## config.mk

```make
export PLATFORM = sky130hd
export DESIGN_NAME = instruction_fetch_unit_flat
export DESIGN_NICKNAME = d
export VERILOG_FILES = /design/src/rtl/instruction_fetch_unit_if.sv /design/src/rtl/instruction_fetch_unit.sv /design/src/flat_wrapper.sv
export SDC_FILE = /design/constraint.sdc
export NUM_CORES = 1
export LEC_CHECK = 0
export CAP_MARGIN = 20
export CORE_MARGIN = 1
export CORE_UTILIZATION = 46
export CTS_CLUSTER_DIAMETER = 200
export DETAILED_ROUTE_END_ITERATION = 8
export PLACE_DENSITY = 0.84
export SYNTH_ARGS = -nofsm -noshare
export SYNTH_HDL_FRONTEND = slang
export SYNTH_SLANG_ARGS = --single-unit
```

## constraint.sdc

```tcl
create_clock -name clk -period 2.9 [get_ports clk]
set_input_delay 0.58 -clock clk [delete_from_list [all_inputs] [get_ports clk]]
set_output_delay 0.58 -clock clk [all_outputs]
set_load 0.01 [all_outputs]
```

## src/rtl/instruction_fetch_unit_if.sv

```systemverilog
// Fetch-unit bus: ROM read port, decoder handshake, control and status.
// The master side is the fetch unit; the slave side is its environment.
interface instruction_fetch_unit_if #(
    parameter int unsigned ADDR_W  = 3,
    parameter int unsigned INSTR_W = 12
);
    logic               start;
    logic [ADDR_W-1:0]  imem_addr;
    logic [INSTR_W-1:0] imem_data;
    logic [INSTR_W-1:0] instr;
    logic               instr_valid;
    logic               instr_ready;
    logic               redirect;
    logic [ADDR_W-1:0]  redirect_addr;
    logic [ADDR_W-1:0]  pc;
    logic               halted;

    modport master (
        input  start, imem_data, instr_ready, redirect, redirect_addr,
        output imem_addr, instr, instr_valid, pc, halted
    );

    modport slave (
        output start, imem_data, instr_ready, redirect, redirect_addr,
        input  imem_addr, instr, instr_valid, pc, halted
    );
endinterface

```

## src/rtl/instruction_fetch_unit.sv

```systemverilog
// Instruction fetch unit: owns the PC, reads a zero-latency ROM and presents
// registered instructions to the decoder over a valid/ready handshake.
module instruction_fetch_unit #(
    parameter int unsigned       ADDR_W   = 3,
    parameter int unsigned       INSTR_W  = 12,
    parameter int unsigned       OPC_W    = 3,
    parameter logic [OPC_W-1:0]  HALT_OPC = 3'b111
) (
    input  logic                      clk,
    input  logic                      reset,
    instruction_fetch_unit_if.master  bus
);
    typedef enum logic [1:0] {
        S_IDLE  = 2'd0,
        S_FETCH = 2'd1,
        S_HOLD  = 2'd2,
        S_HALT  = 2'd3
    } state_t;

    state_t             state_q, state_d;
    logic [ADDR_W-1:0]  pc_q, pc_d;
    logic [INSTR_W-1:0] instr_q, instr_d;
    logic               valid_q, valid_d;
    logic               halted_q, halted_d;
    logic               handshake;
    logic               halt_seen;

    assign handshake = valid_q & bus.instr_ready;
    assign halt_seen = (instr_q[INSTR_W-1 -: OPC_W] == HALT_OPC);

    always_ff @(posedge clk or posedge reset) begin
        if (reset) begin
            state_q  <= S_IDLE;
            pc_q     <= '0;
            instr_q  <= '0;
            valid_q  <= 1'b0;
            halted_q <= 1'b0;
        end else begin
            state_q  <= state_d;
            pc_q     <= pc_d;
            instr_q  <= instr_d;
            valid_q  <= valid_d;
            halted_q <= halted_d;
        end
    end

    always_comb begin
        state_d  = state_q;
        pc_d     = pc_q;
        instr_d  = instr_q;
        valid_d  = valid_q;
        halted_d = halted_q;
        unique case (state_q)
            S_IDLE: begin
                if (bus.start) begin
                    pc_d    = '0;
                    state_d = S_FETCH;
                end
            end
            S_FETCH: begin
                if (bus.redirect) begin
                    valid_d = 1'b0;
                    pc_d    = bus.redirect_addr;
                end else begin
                    instr_d = bus.imem_data;
                    valid_d = 1'b1;
                    pc_d    = pc_q + 1'b1;
                    state_d = S_HOLD;
                end
            end
            S_HOLD: begin
                // Redirect wins over both a plain handshake and a HALT acceptance.
                if (bus.redirect) begin
                    valid_d = 1'b0;
                    pc_d    = bus.redirect_addr;
                    state_d = S_FETCH;
                end else if (handshake && halt_seen) begin
                    valid_d  = 1'b0;
                    halted_d = 1'b1;
                    state_d  = S_HALT;
                end else if (handshake) begin
                    instr_d = bus.imem_data;
                    pc_d    = pc_q + 1'b1;
                end
            end
            S_HALT: begin
                if (bus.start) begin
                    halted_d = 1'b0;
                    pc_d     = '0;
                    state_d  = S_FETCH;
                end
            end
            default: begin
                state_d  = S_IDLE;
                valid_d  = 1'b0;
                halted_d = 1'b0;
            end
        endcase
    end

    assign bus.imem_addr   = pc_q;
    assign bus.pc          = pc_q;
    assign bus.instr       = instr_q;
    assign bus.instr_valid = valid_q;
    assign bus.halted      = halted_q;
endmodule

```

## src/flat_wrapper.sv

```systemverilog
// flat-port wrapper written by rule: the top's interface ports become plain ports
module instruction_fetch_unit_flat 
#(
    parameter int unsigned       ADDR_W   = 3,
    parameter int unsigned       INSTR_W  = 12,
    parameter int unsigned       OPC_W    = 3,
    parameter logic [OPC_W-1:0]  HALT_OPC = 3'b111
)
  (clk, reset, bus_start, bus_imem_data, bus_instr_ready, bus_redirect, bus_redirect_addr, bus_imem_addr, bus_instr, bus_instr_valid, bus_pc, bus_halted);
  instruction_fetch_unit_if #(.ADDR_W(ADDR_W), .INSTR_W(INSTR_W)) bus_i ();
  input  logic clk;
  input  logic reset;
  input wire logic [$bits(bus_i.start)-1:0] bus_start;
  input wire logic [$bits(bus_i.imem_data)-1:0] bus_imem_data;
  input wire logic [$bits(bus_i.instr_ready)-1:0] bus_instr_ready;
  input wire logic [$bits(bus_i.redirect)-1:0] bus_redirect;
  input wire logic [$bits(bus_i.redirect_addr)-1:0] bus_redirect_addr;
  output wire logic [$bits(bus_i.imem_addr)-1:0] bus_imem_addr;
  output wire logic [$bits(bus_i.instr)-1:0] bus_instr;
  output wire logic [$bits(bus_i.instr_valid)-1:0] bus_instr_valid;
  output wire logic [$bits(bus_i.pc)-1:0] bus_pc;
  output wire logic [$bits(bus_i.halted)-1:0] bus_halted;
  assign bus_i.start = bus_start;
  assign bus_i.imem_data = bus_imem_data;
  assign bus_i.instr_ready = bus_instr_ready;
  assign bus_i.redirect = bus_redirect;
  assign bus_i.redirect_addr = bus_redirect_addr;
  assign bus_imem_addr = bus_i.imem_addr;
  assign bus_instr = bus_i.instr;
  assign bus_instr_valid = bus_i.instr_valid;
  assign bus_pc = bus_i.pc;
  assign bus_halted = bus_i.halted;
  instruction_fetch_unit #(.ADDR_W(ADDR_W), .INSTR_W(INSTR_W), .OPC_W(OPC_W), .HALT_OPC(HALT_OPC)) u_core (.clk(clk), .reset(reset), .bus(bus_i));
endmodule
```

# Word-level counts from Yosys, hierarchy flattened
# Cells that the tools add are included.
# classes
n_mux	24
n_bitwise	1
addsub	1
eq_ne	14
n_reduce_logical	10
# ops
operator	n
2-to-1 mux 12 bit	4
case mux 12 bit (2 select lines)	1
2-to-1 mux 3 bit	5
case mux 3 bit (3 select lines)	1
2-to-1 mux 2 bit	4
!= test 2 bit (second input constant)	4
2-to-1 mux 1 bit	6
!= test 2 x 1 -> 1 bit (second input constant)	3
!= test 3 x 2 -> 1 bit (second input constant)	2
case mux 2 bit (3 select lines)	1
AND reduction 3 bit	2
AND reduction 5 bit	1
== test 2 bit (second input constant)	2
case mux 1 bit (2 select lines)	2
AND reduction 4 bit	1
nonzero test 2 bit	2
adder 3 x 1 -> 3 bit (second input constant)	1
== test 3 bit (second input constant)	1
!= test 3 bit (second input constant)	1
== test 2 x 1 -> 1 bit (second input constant)	1
zero test 2 bit	1
AND reduction 2 bit	1
OR reduction 2 bit	1
bitwise AND 1 bit	1
logical AND 1 bit	1
# word_totals
register_bits	19

# Longest topological paths before layout
# depth
depth_word	5
depth_mapped	6
mapped_depth_nobuf	6

# Worst setup path after synthesis
# Ideal clock, no wire load.
# synth_timing
path_kind	reg2reg
from	register u_core.state_q[0]
to	register u_core.pc_q[1], in the netlist u_core.bus.imem_addr[1]
required_ns	2.774
arrival_ns	1.533
stages_incl_launch_ff	6
setup_ns	0.126
path_slack_ns	1.241
period_less_slack_ns	1.659
path_buffers	0
cell_sequence	dfrtp_1 inv_1 ha_1 nor2b_1 or2_1 a221o_1
# synth_via
elab_chain_cells	4
elab_cells_between_ends	10
cone_classes	6 x eq/ne; 1 x mux; 3 x reduce/logical
# synth_rtl
item	line	rtl
start: declaration	instruction_fetch_unit.sv:20	state_t state_q, state_d;
start signal: assignment	instruction_fetch_unit.sv:39	state_q <= state_d;
== test 2 bit or zero test 2 bit (tied branches)	instruction_fetch_unit.sv:53	unique case (state_q)
OR reduction 2 bit (no source line)	--	
!= test 2 x 1 -> 1 bit (no source line)	--	
AND reduction 3 bit (no source line)	--	
end signal: assignment	instruction_fetch_unit.sv:40	pc_q <= pc_d;
end: declaration	instruction_fetch_unit.sv:21	logic [ADDR_W-1:0] pc_q, pc_d;
# Parallel ways exist; a longest one is shown, timed or not.
# A chain may end at the register's enable or synchronous reset.

# Worst setup path after layout
# layout_timing
from	input bus_redirect
to	register u_core.pc_q[1], in the netlist u_core.bus.imem_addr[1]
# layout_via
elab_chain_cells	2
elab_cells_between_ends	6
cone_classes	2 x eq/ne; 3 x mux; 1 x reduce/logical
# layout_rtl
item	line	rtl
start: declaration	flat_wrapper.sv:16	input wire logic [$bits(bus_i.redirect)-1:0] bus_redirect;
!= test 3 x 2 -> 1 bit (no source line), or another cell as far along	--	
AND reduction 3 bit (no source line) or case mux 3 bit (3 select lines) (tied branches)	--	
# Parallel ways exist; a longest one is shown, timed or not.

==> qor.csv <==
metric,value,unit
io_buffers,39,
fillers,141,
drive_above_1_share,14.63,%
postCtsSetupBuffers,0,
grt_antenna_before_repair,0,
hold_depth,1,
grt.total_usage,18.18,%
yosysSeqAreaShare,46.68,%
hold_path_class,reg -> reg,
grt_overflow,0,
gp_congestion,0.8051,
preCtsSetupSlack,0.6664,ns
cts_tree,built,
grt_max_degree,20,
r2r_cells,5,
num_vias,776,
utilization,70.36,%
yosys.cell_types.count,33,
required,3.08,ns
routed_wl,1.939,mm
status,"complete, no violations",
drtPass1Iterations,4,
worst_slew_pin_slew,0.6991,ns
cp_slowest_stage_delay,0.68,ns
synth.net_count,110,
ios,40,
crit_path_max_fanout,11,
dieArea,0.002406,mm²
die_h,49.06,µm
clock-root-buffer,clkbuf_4,
cp-start-kind,primary input,
multi_input_area,480.5,µm²
yosysWarnings,0,
vdd_drop_max,0.0007439,V
avgSynthCellArea,11.98,µm²
path_clk_slew,0.11,ns
ant_nets,0,
grt_pass1_vias,776,
finish.net_count,149,
period_share,67.56,%
synth_ff_type,dfrtp_1,
rsz0062_at_grt,no,
synth_cells,85,
final_cell_mix,"clkdlybuf4s50_1, dfrtp_1, mux2_4",
maxCapViolCount,0,
viasPerCell,5.173,
final_common_cell,clkdlybuf4s50_1,
cp_slowest_cell,clkdlybuf4s50_1,
power.switching,0.0005917,W
hold_buffers,0,
synth_area,0.001018,mm²
clock_power_share,7.8,%
async_reset_ff_share,100.0,%
slew_headroom,53.34,%
wl_per_cell,12.93,µm
fmax,510.4,MHz
die_w,49.06,µm
cts.sinks,19,
drv_slew,0,
yosys-top-cells-area,"dfrtp_1, mux2_4, ha_1",
power.share.switching,35.87,%
intPower,0.001058,W
setup_viol,0,
area_growth,39.68,%
initial_utilization,50.37,%
synth-edff-count,0,
synth_top_area_share,46.68,%
h-tree-depth,1,
rows,16,
cts_max_path_buffers,2,
diodes,0,
finalClockSkew,0.006067,ns
setup_ws,0.9408,ns
routed.top_layer,met4,
yosys.area.top_type,dfrtp_1,
drc,0,
path_delay_family,buffers and inverters,
fin_crit,1.959,ns
path_cells,clkdlybuf4s50_1 > nand2b_1 > a31oi_1 > or2_1 > a221o_1,
crit_type,in -> reg,
comb_power_share,61.0,%
hpwl,1.464,mm
wl_met2,924,µm
critPathBufInv,1,
worstPathArrival,2.14,ns
route.met3.wl,146,µm
grt_pass1_wl,3.277,mm
core,0.002022,mm²
postCtsResizedCells,0,
finalPower,0.001649,W
drt_iter0_drc,11,
seq_power_share,31.2,%
p_leak,0.6205,nW
end_kind,register,
worstSkewPairLatency,0.29,ns
timing.hold.ws,0.5063,ns
p_per_area,1159,mW/mm²
ys_ff_latch,19,
finalHoldViolCount,0,
critical_path_depth,5,
final.setup.tns,0,ns
ff_latch_area,475.5,µm²
wl_met1,859,µm
cts_made_buffers,3,
==> through the flow <==
step	instances	cell area, µm²
6_report	150	1423
5_1_grt	150	1423
4_1_cts	150	1423
3_5_place_dp	146	1395
3_3_place_gp	146	1395
2_1_floorplan	85	1018
==> final timing paths <==
kind,to,slack (ns),startpoint
min in group asynchronous,u_core.bus.instr[1],0.69,reset
hold / removal,u_core.bus.instr[4],0.51,u_core.bus.instr[4]
setup / recovery,u_core.bus.imem_addr[1],0.94,bus_redirect
hold reg to reg,u_core.bus.instr[4],0.51,u_core.bus.instr[4]
max in group asynchronous,u_core.bus.imem_addr[1],1.77,reset
setup reg to reg,u_core.bus.imem_addr[1],1.08,u_core.state_q[0]
==> state kept, by name, indices dropped and copies added (netlist names) <==
register	cells
u_core.bus.instr	12
u_core.bus.imem_addr	3
u_core.state_q	2
u_core.bus.instr_valid	1
u_core.bus.halted	1
==> final cells by class <==
cell class | instances | area share (%)
repair buffers | 39 | 27.44
well taps | 27 | 2.375
inverters | 4 | 1.055
multi-input cells | 57 | 33.77
clock inverters | 1 | 0.3518
clock buffers | 3 | 1.583
flip-flops and latches | 19 | 33.42
==> cell usage after synthesis, types with 2 or more instances <==
cell       instances
a21oi_1            4
and3_1             2
buf_4              3
dfrtp_1           19
ha_1               5
inv_1              4
mux2_4            10
nand2_1            3
nor2_1             4
nor2b_1            2
o21ai_0            5
o21ai_1            2
o2bb2ai_1          2
==> power by group through the flow <==
stage	clock network, W	registers (W)	logic (W)
after detailed placement	0	0.000516	0.00101
after global routing	0.000149	0.000535	0.00108
after floorplan	0	0.000557	0.000656
final	0.000129	0.000514	0.00101
after global placement	0	0.000515	0.000987
after CTS	0.000136	0.000516	0.00102
==> routing by layer <==
metal	vias up	track usage [%]
met2	39	30.56
met1	360	22.54
li1	375	-
met5	-	0
met3	2	4.050
met4	0	7.353
==> logic make-up (layout without fill, tap and decap cells) <==
group           after synthesis  in the layout  synth area share, %
flops                        19             19                46.68
mux                          13             13                17.94
simple gates                 19             19                10.56
fa+ha+maj                     5              5                6.143
compound gates               20             20                12.53
buf+inv                       9             47                6.142
No activity file was read; power rests on OpenSTA's default activity.
